===== src/rtl/seven_seg_pkg.sv =====
// Shared seven-segment definitions: bit order, active-high segment
// patterns for the digit table, and capture status codes.
package seven_seg_pkg;

    // Segment bit positions within a 7-bit bus (bit0=a ... bit6=g).
    localparam int unsigned SEG_A = 0;
    localparam int unsigned SEG_B = 1;
    localparam int unsigned SEG_C = 2;
    localparam int unsigned SEG_D = 3;
    localparam int unsigned SEG_E = 4;
    localparam int unsigned SEG_F = 5;
    localparam int unsigned SEG_G = 6;

    // Active-high patterns, written g..a (g is the MSB).
    localparam logic [6:0] SEG_DIGIT [10] = '{
        7'b0111111,  // 0
        7'b0000110,  // 1
        7'b1011011,  // 2
        7'b1001111,  // 3
        7'b1100110,  // 4
        7'b1101101,  // 5
        7'b1111101,  // 6
        7'b0000111,  // 7
        7'b1111111,  // 8
        7'b1101111   // 9
    };

    // Pattern the encoder shows for an out-of-range value (a+d+g).
    localparam logic [6:0] SEG_RANGE = 7'b1001001;

    // Nibble reported alongside ST_RANGE.
    localparam logic [3:0] RANGE_NIBBLE = 4'hA;

    typedef enum logic [1:0] {
        ST_OK      = 2'd0,
        ST_RANGE   = 2'd1,
        ST_UNKNOWN = 2'd2
    } status_e;

endpackage


===== src/rtl/seven_seg_capture_decode.sv =====
// Combinational inverse of the nibble-to-segment encoder table.
// Input is an active-high segment pattern (bit0=a).
module seven_seg_decode
    import seven_seg_pkg::*;
(
    input  logic [6:0] seg_hi,
    output logic [3:0] nibble,
    output status_e    status
);

    // Match against the digit table; anything unrecognised is UNKNOWN.
    always_comb begin
        nibble = '0;
        status = ST_UNKNOWN;
        if (seg_hi == SEG_RANGE) begin
            nibble = RANGE_NIBBLE;
            status = ST_RANGE;
        end
        for (int unsigned i = 0; i < 10; i++) begin
            if (seg_hi == SEG_DIGIT[i]) begin
                nibble = 4'(i);
                status = ST_OK;
            end
        end
    end

endmodule


===== src/rtl/seven_seg_capture.sv =====
// Active-low seven-segment readback: glitch filter, decode, and a
// valid/ready output register presenting each new settled pattern once.
module seven_seg_capture
    import seven_seg_pkg::*;
#(
    parameter int unsigned STABLE_CYCLES = 4
) (
    input  logic       clk,
    input  logic       rst,
    input  logic [6:0] segin,
    output logic [3:0] nibble_out,
    output logic [1:0] status_out,
    output logic       valid_out,
    input  logic       ready_in,
    output logic       dropped_out
);

    localparam int unsigned CNT_W =
        ($clog2(STABLE_CYCLES + 1) < 1) ? 1 : $clog2(STABLE_CYCLES + 1);
    localparam logic [CNT_W-1:0] CNT_MAX = CNT_W'(STABLE_CYCLES - 1);
    localparam logic [6:0] SEG_BLANK = 7'h7F;

    logic [6:0]       seg_q, seg_d;
    logic [CNT_W-1:0] cnt_q, cnt_d;
    logic [6:0]       last_q, last_d;
    logic [3:0]       nibble_q, nibble_d;
    logic [1:0]       status_q, status_d;
    logic             valid_q, valid_d;
    logic             dropped_q, dropped_d;

    logic             stable;
    logic             pending;
    logic             emit;
    logic [3:0]       dec_nibble;
    status_e          dec_status;

    seven_seg_decode u_decode (
        .seg_hi (~seg_q),
        .nibble (dec_nibble),
        .status (dec_status)
    );

    // Next-state: sample/stability counter, emit decision, handshake, drop flag.
    always_comb begin
        seg_d = segin;
        if (segin != seg_q) begin
            cnt_d = '0;
        end else if (cnt_q == CNT_MAX) begin
            cnt_d = cnt_q;
        end else begin
            cnt_d = cnt_q + CNT_W'(1);
        end

        stable  = (cnt_q == CNT_MAX);
        pending = stable && (seg_q != last_q);
        emit    = pending && (!valid_q || ready_in);

        last_d   = last_q;
        nibble_d = nibble_q;
        status_d = status_q;
        valid_d  = valid_q;
        if (emit) begin
            last_d   = seg_q;
            nibble_d = dec_nibble;
            status_d = dec_status;
            valid_d  = 1'b1;
        end else if (valid_q && ready_in) begin
            valid_d = 1'b0;
        end

        // A settled, unsent pattern is about to be overwritten by new input.
        dropped_d = dropped_q || (pending && !emit && (segin != seg_q));
    end

    // State registers; reset discards any pending capture.
    always_ff @(posedge clk) begin
        if (rst) begin
            seg_q     <= SEG_BLANK;
            cnt_q     <= '0;
            last_q    <= SEG_BLANK;
            nibble_q  <= '0;
            status_q  <= '0;
            valid_q   <= 1'b0;
            dropped_q <= 1'b0;
        end else begin
            seg_q     <= seg_d;
            cnt_q     <= cnt_d;
            last_q    <= last_d;
            nibble_q  <= nibble_d;
            status_q  <= status_d;
            valid_q   <= valid_d;
            dropped_q <= dropped_d;
        end
    end

    assign nibble_out  = nibble_q;
    assign status_out  = status_q;
    assign valid_out   = valid_q;
    assign dropped_out = dropped_q;

endmodule


===== config.mk =====
export PLATFORM = sky130hd
export DESIGN_NAME = seven_seg_capture
export DESIGN_NICKNAME = d
export VERILOG_FILES = /design/src/rtl/seven_seg_pkg.sv /design/src/rtl/seven_seg_capture_decode.sv /design/src/rtl/seven_seg_capture.sv
export SDC_FILE = /design/constraint.sdc
export NUM_CORES = 1
export LEC_CHECK = 0
export CAP_MARGIN = 5
export CELL_PAD_IN_SITES_DETAIL_PLACEMENT = 1
export CELL_PAD_IN_SITES_GLOBAL_PLACEMENT = 2
export CORE_UTILIZATION = 32
export DETAILED_ROUTE_END_ITERATION = 7
export PLACE_DENSITY = 0.8
export SLEW_MARGIN = 20
export SYNTH_ARGS = -nofsm -noshare
export SYNTH_HDL_FRONTEND = slang
export SYNTH_SLANG_ARGS = --single-unit

===== constraint.sdc =====
create_clock -name clk -period 2.5 [get_ports clk]
set_input_delay 0.5 -clock clk [delete_from_list [all_inputs] [get_ports clk]]
set_output_delay 0.5 -clock clk [all_outputs]
set_load 0.02 [all_outputs]

==> results.txt <==
----------------------------------------------------
[GRT]
  Number of antenna violations at the first check in global routing ... 0
  Global route total overflow ... 0
  Met2 GRT Util ... 26.8%
  Largest net degree at the start of global routing ... 18
  Met1 routing resource usage after global routing ... 18.6%
  M3 GR Usage ... 1.96%
  Total global-route track usage ... 15.1%
  Busiest grt layer ... met2
  Vias in the first global route ... 1031
  Wire length of the first global-routing pass ... 4840 um

[Clocking]
  Sink count of the clock tree ... 25
  Clock transition at the registers of the reported paths ... 90 ps
  Bufs on Longest Clock Path ... 2
  Clock latency on the worst-skew pair ... 270 ps
  Clock buffers created by TritonCTS ... 3
  Hold-fix buffers, CTS ... 0
  Number of gates resized after CTS ... 0
  Root cell of the clock tree ... clkbuf_8
  CTS H-tree lvls ... 1
  Number of buffers inserted to repair setup after CTS ... 0
  TritonCTS clock tree ... built

[Critical path]
  Startpoint kind of the worst setup timing path ... flip-flop
  Crit path kind ... reg2reg
  Cell depth of the worst flop-to-flop path ... 6
  Series of cell instances along the critical path ... xor2_1, nor4_2, a21oi_2, buf_4, o311ai_0, o21ai_0
  Worst Path Max Fanout ... 17
  Required time reported for the critical path endpoint ... 2640 ps
  Data arrival time at the worst-slack endpoint ... 1950 ps
  Type of destination of the critical path ... flip-flop
  Worst path buffer plus inverter count ... 1
  Top cell family by delay on the critical path ... flip-flops
  Slowest CP cell ... dfxtp_1
  Critical Path Stages ... 6
  Max incr delay on CP ... 580 ps

[Logic synthesis]
  FF+latch count, synth ... 25
  Post-synthesis average cell area ... 9.12 um^2
  Largest area contributor in the netlist ... dfxtp_1
  Number of different library cells in the post-synthesis netlist ... 35
  Net count of the mapped netlist ... 148
  Cells after synthesis ... 136
  Yosys top cell area share ... 40.4%
  Dominant cells by area after synthesis ... dfxtp_1, mux2i_1, xnor2_1, xor2_1, nand2_1
  Seq/Total Area, Yosys ... 40.4%
  Netlist area before placement ... 1240 um^2
  Ys Warns ... 0

[Pwr]
  Leakage component of the power ... 0.489 nW
  Overall power of the completed layout ... 0.726 mW
  Power density over cell area ... 491 nW/um^2
  Worst ir drop on vdd ... 0.192 mV

[Timing]
  Number of endpoints failing setup at the final stage ... 0
  Total negative slack ... 0 ps
  Highest attainable clock frequency ... 0.552 GHz
  RSZ-0062 raised after global routing ... false
  Setup slack after layout ... 688 ps
  Pins Over Slew Limit ... 0
  Final worst clock skew ... 8.77 ps
  Final cycle utilization of the critical path ... 72.5%
  Final Hold Viols ... 0
  Max transition margin ... 71.8%
  Slew at the pin closest to its max-slew limit ... 423 ps
  Min Clock Period, post-route ... 1810 ps

[Floorplan]
  Die Ht ... 64.2 um
  Core footprint ... 3690 um^2
  Die width ... 64.2 um
  Count of boundary I/O pins ... 18
  Starting utilization of the core area ... 33.6%
  Core Rows ... 22
  Area enclosed by the die boundary ... 4130 um^2

[Route]
  Remaining routing DRC violations ... 0
  Drt initial violations ... 23
  Total routed wirelength ... 2760 um
  Final routed wire length divided by cell count ... 13.9 um
  Detailed-router iteration count before antenna repair ... 4
  Antenna viol nets, final ... 0
  Routed vias/inst ... 4.87
  Number of vias in the routed layout ... 964

[Placement]
  Number of port buffers ... 17
  Gpl congestion ... 0.802
  HPWL after detailed placement ... 2030 um
  Area post-placement ... 1430 um^2
  Post-Place Worst Slack ... 520 ps

[Layout]
  Sequential standard cell area ... 500 um^2
  Commonest non-fill, non-tap cells in the layout ... dfxtp_1, clkdlybuf4s50_1, nand2_1, nor2_1, mux2i_1
  Fraction of layout instances using a drive strength above 1 ... 12.0%
  Area occupied by multi-input gates ... 662 um^2
  Final core utilization ... 40.1%
  Antenna Diode Count ... 0
  Most common cell after layout, fill and taps aside ... dfxtp_1
  Final #Nets ... 163
  Number of filler instances in the final layout ... 436
  Area of all placed cells without fillers ... 1480 um^2
  Post-synthesis to final-layout area growth ... 19.3%

[Status]
  Run status ... finished clean

[Worst hold path]
  Hold Path Depth ... 2
  Path category of the worst min-delay check ... reg2reg

[Run]
  Max-cap violation count ... 0

----------------------------------------------------
final cells by class:
type,instances,share of cell area [%]
multi-input cells,97,44.8
flip-flops and latches,25,33.8
repair buffers,21,13.5
well taps,48,4.06
clock buffers,4,3.05
inverters,3,0.761
report_power, final:
group / internal (mW) / switching, mW
logic: 0.0392 / 0.0316
clock network: 0.114 / 0.122
registers: 0.404 / 0.0156
tightest hold or removal path: cells and delay by family (launching register included):
| family | cells | cell delay, ps |
|---|---|---|
| flops | 1 | 320 |
| compound gates | 1 | 60 |
| simple gates | 1 | 50 |
routing by layer:
layer | part of all wire [%] | vias up
met5 | 0 | -
met3 | 2.8 | 4
met1 | 46 | 460
li1 | - | 485
met4 | 1.0 | 0
met2 | 50 | 15
flip-flops by register name (all words and copies together), names as in the netlist:
register	flops
cnt_q	3
last_q	7
nibble_out	4
valid_out	1
seg_q	7
status_out	2
dropped_out	1
path summary, 6_finish.rpt:
path	from	end	slack, ps
worst max-delay path	seg_q[1]	nibble_out[1]	690
worst min-delay path	nibble_out[1]	nibble_out[1]	470
worst max register to register	seg_q[1]	nibble_out[1]	690
worst min register to register	nibble_out[1]	nibble_out[1]	470
synth_stat cells:
library cell  count
nor4_2            1
nand2b_1          5
buf_6             2
ha_1              2
o22a_1            1
clkinv_1          1
nand4_1           1
o21ai_0           2
a31oi_1           1
nand2_1          12
nand3_1           4
a2111oi_0         1
a21oi_2           1
o311ai_0          1
nor4_1            1
clkbuf_1          5
dfxtp_1          25
a21oi_1           6
xor2_1            8
mux2i_1          10
buf_2             2
nand4b_1          2
buf_4             2
o32a_1            1
or2_2             7
a211oi_2          1
o21ba_2           1
and2_1            1
o32ai_1           1
xnor2_1           8
nor3_1            2
or3_1             3
nor3b_1           2
nor2_1           11
inv_1             2
cells by family after synthesis:
logic type / after synthesis / synth area share [%]
adders and majority gates: 2 / 2.02
and+or+nand+nor: 52 / 22.1
muxes: 10 / 8.07
buffers and inverters: 14 / 6.26
xor gates and xnor gates: 16 / 11.3
DFF: 25 / 40.4
AOI/OAI and AO/OA: 17 / 9.89
stage by stage:
stage               hold slack, ps  instances
floorplan                      459        136
global placement               445        194
detailed placement             460        194
CTS                            474        198
global route                   511        198
finish                         466        198
(Power assumes the default switching activity.)
==> variant 1: new RTL, same settings <==
Change the parameter `STABLE_CYCLES` from 4 to 2.
--- a/src/rtl/seven_seg_capture.sv
+++ b/src/rtl/seven_seg_capture.sv
@@ -5,3 +5,3 @@
 #(
-    parameter int unsigned STABLE_CYCLES = 4
+    parameter int unsigned STABLE_CYCLES = 2
 ) (
Function: changed (a bounded check fails within 4 cycles, from zero or initial values and one cycle with rst high).
==> variant 1 against the unedited design <==
Count of clock-buffer cells in the layout shrank 1. Wire length grew 5.7%. Highest routed layer unchanged. Power shrank 0.98%. Non-clock buffer count grew 2. Worst hold slack gained 0.0011 ns. Critical path type unchanged. Sequential cell count shrank 1. Die area grew 3.0%. Cell area grew 2.6%. Synthesized area grew 3.1%. Setup slack lost 0.15 ns.
==> variant 1: results (changes against the unedited design) <==
Run status
  – Run status: finished, final reports clean

Place
  – GPL Wtd Cong: 0.799 (-0.39%)
  – Placed Cells incl. Taps: 197 (+1.5%)
  – Pre-CTS WS: 0.510 ns (-0.0105 ns)
  – Placed cell areas: 1480 sq um (+3.0%)

Drt
  – Via count: 1,029 (+6.7%)
  – Iteration-0 DRC count of the detailed router: 34 (+48%)
  – Post-Route WL: 2920 microns (+5.7%)

Cells and area
  – Cell Count, Final, Fillers Out: 200 (+1.0%)
  – Filler cell count: 454 (+4.1%)

Hold path
  – Hold EP: nibble_out[0]
  – Min-delay src: nibble_out[0]

Synthesis
  – Syn_area_per_cell: 9.33 sq um (+2.4%)
  – Post-synth top area share: 0.376 (-0.0279)
  – Synth Area in XOR/XNOR: 0.110 (-0.00343)

STA
  – Tightest hold margin: 0.467 ns (+0.00106 ns)
  – Clk_skew: 0.00317 ns (-0.00560 ns)
  – Setup slack after layout: 0.543 ns (-0.145 ns)

Pwr
  – Leak Pwr: 0.000606 uW (+24%)
  – Clock network power: 232 uW (-2%)
  – P_seq: 404 uW (-4%)

Worst setup path
  – Crit path DAT: 2.15 ns (+0.20 ns)
  – Reg2reg path depth: 5 (-1)
  – RR Endpoint: last_q[3]
  – Worst path max stage delay: 0.64 ns (+0.06 ns)

Global route
  – Global Route Usage Sum: 0.158 (+0.00633)
  – Vias in the first global route: 1,120 (+8.6%)
## variant 1: changes by cell type in the layout (fill, tap and decap cells not counted), sizes merged, moves of 3 or more
| cell | delta |
|---|---|
| a21oi | -4 |
| nor2 | +4 |
| nand2 | -6 |
| nor3 | +3 |
| nand2b | -3 |
## variant 1: layer usage
| metal | vias to the layer above | share of wire | GRT usage |
|---|---|---|---|
| met3 | 5 | 0.022 | 0.0156 |
| met1 | 504 | 0.46 | 0.182 |
| met4 | 0 | 0.019 | 0.0734 |
| met5 | - | 0 | 0 |
| li1 | 506 | - | - |
| met2 | 14 | 0.50 | 0.287 |
## variant 1: layout make-up
class | instances | area, sq um | area share
sequential | 24 | 480 | 0.317
timing repair buffer | 23 | 215 | 0.142
inverter | 4 | 15.0 | 0.00989
multi-input combinational | 98 | 706 | 0.465
tap | 48 | 60.1 | 0.0396
clock buffer | 3 | 41.3 | 0.0272
==> variant 2: new RTL, same settings <==
Made on the original files. Put one more register stage on the output `status_out`, with the module's reset. The value now appears one clock later. The other outputs are not delayed to match.
--- a/src/rtl/seven_seg_capture.sv
+++ b/src/rtl/seven_seg_capture.sv
@@ -96,3 +96,9 @@
     assign nibble_out  = nibble_q;
-    assign status_out  = status_q;
+    always_ff @(posedge clk) begin
+        if (rst) begin
+            status_out <= '0;
+        end else begin
+            status_out <= status_q;
+        end
+    end
     assign valid_out   = valid_q;
Function: changed (a bounded check fails within 10 cycles, from zero or initial values and one cycle with rst high).
==> variant 2 against the unedited design <==
Synthesized area increased by 12%. Critical path type unchanged. Clock skew rose by 0.0034 ns. Wire length increased by 11%. Non-clock buffer count is 3 higher. Highest routed layer unchanged. Global-route usage up 0.34 points. Power is 7.7% higher. Cell area rose by 10%. Sequential share of layout area down 0.76 points. Largest power group unchanged. Sequential cell count grew 2. Setup slack worse by 0.11 ns.
==> variant 2: results (changes against the unedited design) <==
Place
  – Placed wire-length estimate: 2370 microns (+17%)
  – Number of port buffers: 17 (unchanged)
  – Placed Cells incl. Taps: 208 (+7.2%)
  – Pre-CTS WS: 0.497 ns (-0.0228 ns)
  – Placed cell areas: 1590 sq um (+11%)
  – GPL Wtd Cong: 0.766 (-4.5%)

Synthesis
  – Synth top cells by count: dfxtp_1 (27), nor2_1 (18), mux2i_1 (12), xnor2_1 (10), or2_2 (7)
  – Post-Synth Adder-Cell Area: 0.0181 (-0.00211)
  – Post-synth top area share: 0.390 (-0.0134)
  – Count of cell types in the netlist: 40 (+14%)
  – Syn_area_per_cell: 9.49 sq um (+4.1%)
  – Ys async rst share: 0 (unchanged)
  – Post-synthesis sequential area ratio: 0.390 (-0.0134)
  – Complex-gate fraction of the synthesized area: 0.0786 (-0.0203)
  – Synth Area in XOR/XNOR: 0.101 (-0.0118)
  – Synth area leaders: dfxtp_1 (39%), mux2i_1 (8.7%), xnor2_1 (6.3%)
  – Net count after synthesis: 158 (+6.8%)
  – Mux cell area share after synthesis: 0.0949 (+0.0141)

Global route
  – First-pass GRT wire length: 5290 microns (+9.1%)
  – M1 GR Usage: 0.189 (+0.00339)
  – Global Route Usage Sum: 0.155 (+0.00343)
  – Met2 usage: 0.272 (+0.00386)
  – Vias in the first global route: 1,113 (+8.0%)
  – Met3 layer usage reported by global route: 0.0253 (+0.00569)
  – Largest net degree at the start of global routing: 18 (unchanged)

Worst setup path
  – Beginning of the critical path: seg_q[3]
  – Worst r2r src: seg_q[3]
  – Crit path DAT: 2.13 ns (+0.18 ns)
  – Worst Path Max Fanout: 10 (-7)

Drt
  – Iteration-0 DRC count of the detailed router: 12 (-48%)
  – Via count: 1,069 (+11%)
  – Post-Route WL: 3060 microns (+11%)
  – DR WL/cell: 14.4 microns (+3.5%)
  – Max layer used: met4
  – Initial DRT Pass Iterations: 4 (unchanged)
  – WL met2: 1550 microns (+12%)
  – Met3 WL: 91 microns (+20%)
  – DRT met1 WL: 1400 microns (+9.9%)

Hold path
  – HP Class: reg2reg
  – Min-delay src: status_q[0]

Pwr
  – Clock network power: 253 uW (+7%)
  – Pint: 590 uW (+5.9%)
  – Leak Pwr: 0.000702 uW (+44%)
  – Sequential Power Share: 0.572 (-0.006)
  – VDD IR max: 0.206 mV (+7.0%)
  – Psw: 192 uW (+13%)

Cells and area
  – Final Net Count: 175 (+7.4%)
  – Share of layout cells above drive strength 1: 0.148 (+0.0281)
  – Filler cell count: 493 (+13%)
  – FF/Latch Area: 541 sq um (+8.0%)
  – Antenna cell count: 0 (unchanged)

STA
  – Clk_skew: 0.0122 ns (+0.00338 ns)
  – Least-Margin Pin Slew: 0.464 ns (+0.0408 ns)

Clocking
  – Setup repair bufs after CTS: 0 (unchanged)
  – H-tree lvl count: 1 (unchanged)
  – CTS Buf Count: 3 (unchanged)
  – Post-CTS sizing: 0 (unchanged)

Run status
  – Run status: finished, final reports clean
## variant 2: final timing paths
path | end | slack [ns] | cells past startpoint
worst max-delay path | last_q[1] | 0.58 | 5
worst max register to register | last_q[1] | 0.58 | 5
worst min register to register | status_out[0] | 0.44 | 2
worst min-delay path | status_out[0] | 0.44 | 2
## variant 2: cell type report
cell class                      instances  area share
Multi-Input combinational cell        104       0.459
Clock inverter                          1     0.00306
Clock buffer                            3      0.0253
Inverter                                3     0.00689
Sequential cell                        27       0.331
Timing Repair Buffer                   24       0.136
Tap cell                               50      0.0383
## variant 2: worst max-delay path, stage by stage (launching register included)
cell,delay [ns]
dfxtp_1,0.60
xnor2_1,0.18
nand4_1,0.17
o211ai_2,0.43
buf_4,0.28
mux2i_1,0.21
## variant 2: kinds of logic after synthesis
group,after synthesis
adders and majority gates,2
DFF,27
muxes,13
and+or+nand+nor,59
AOI/OAI and AO/OA,14
xor gates and xnor gates,16
buffers and inverters,15
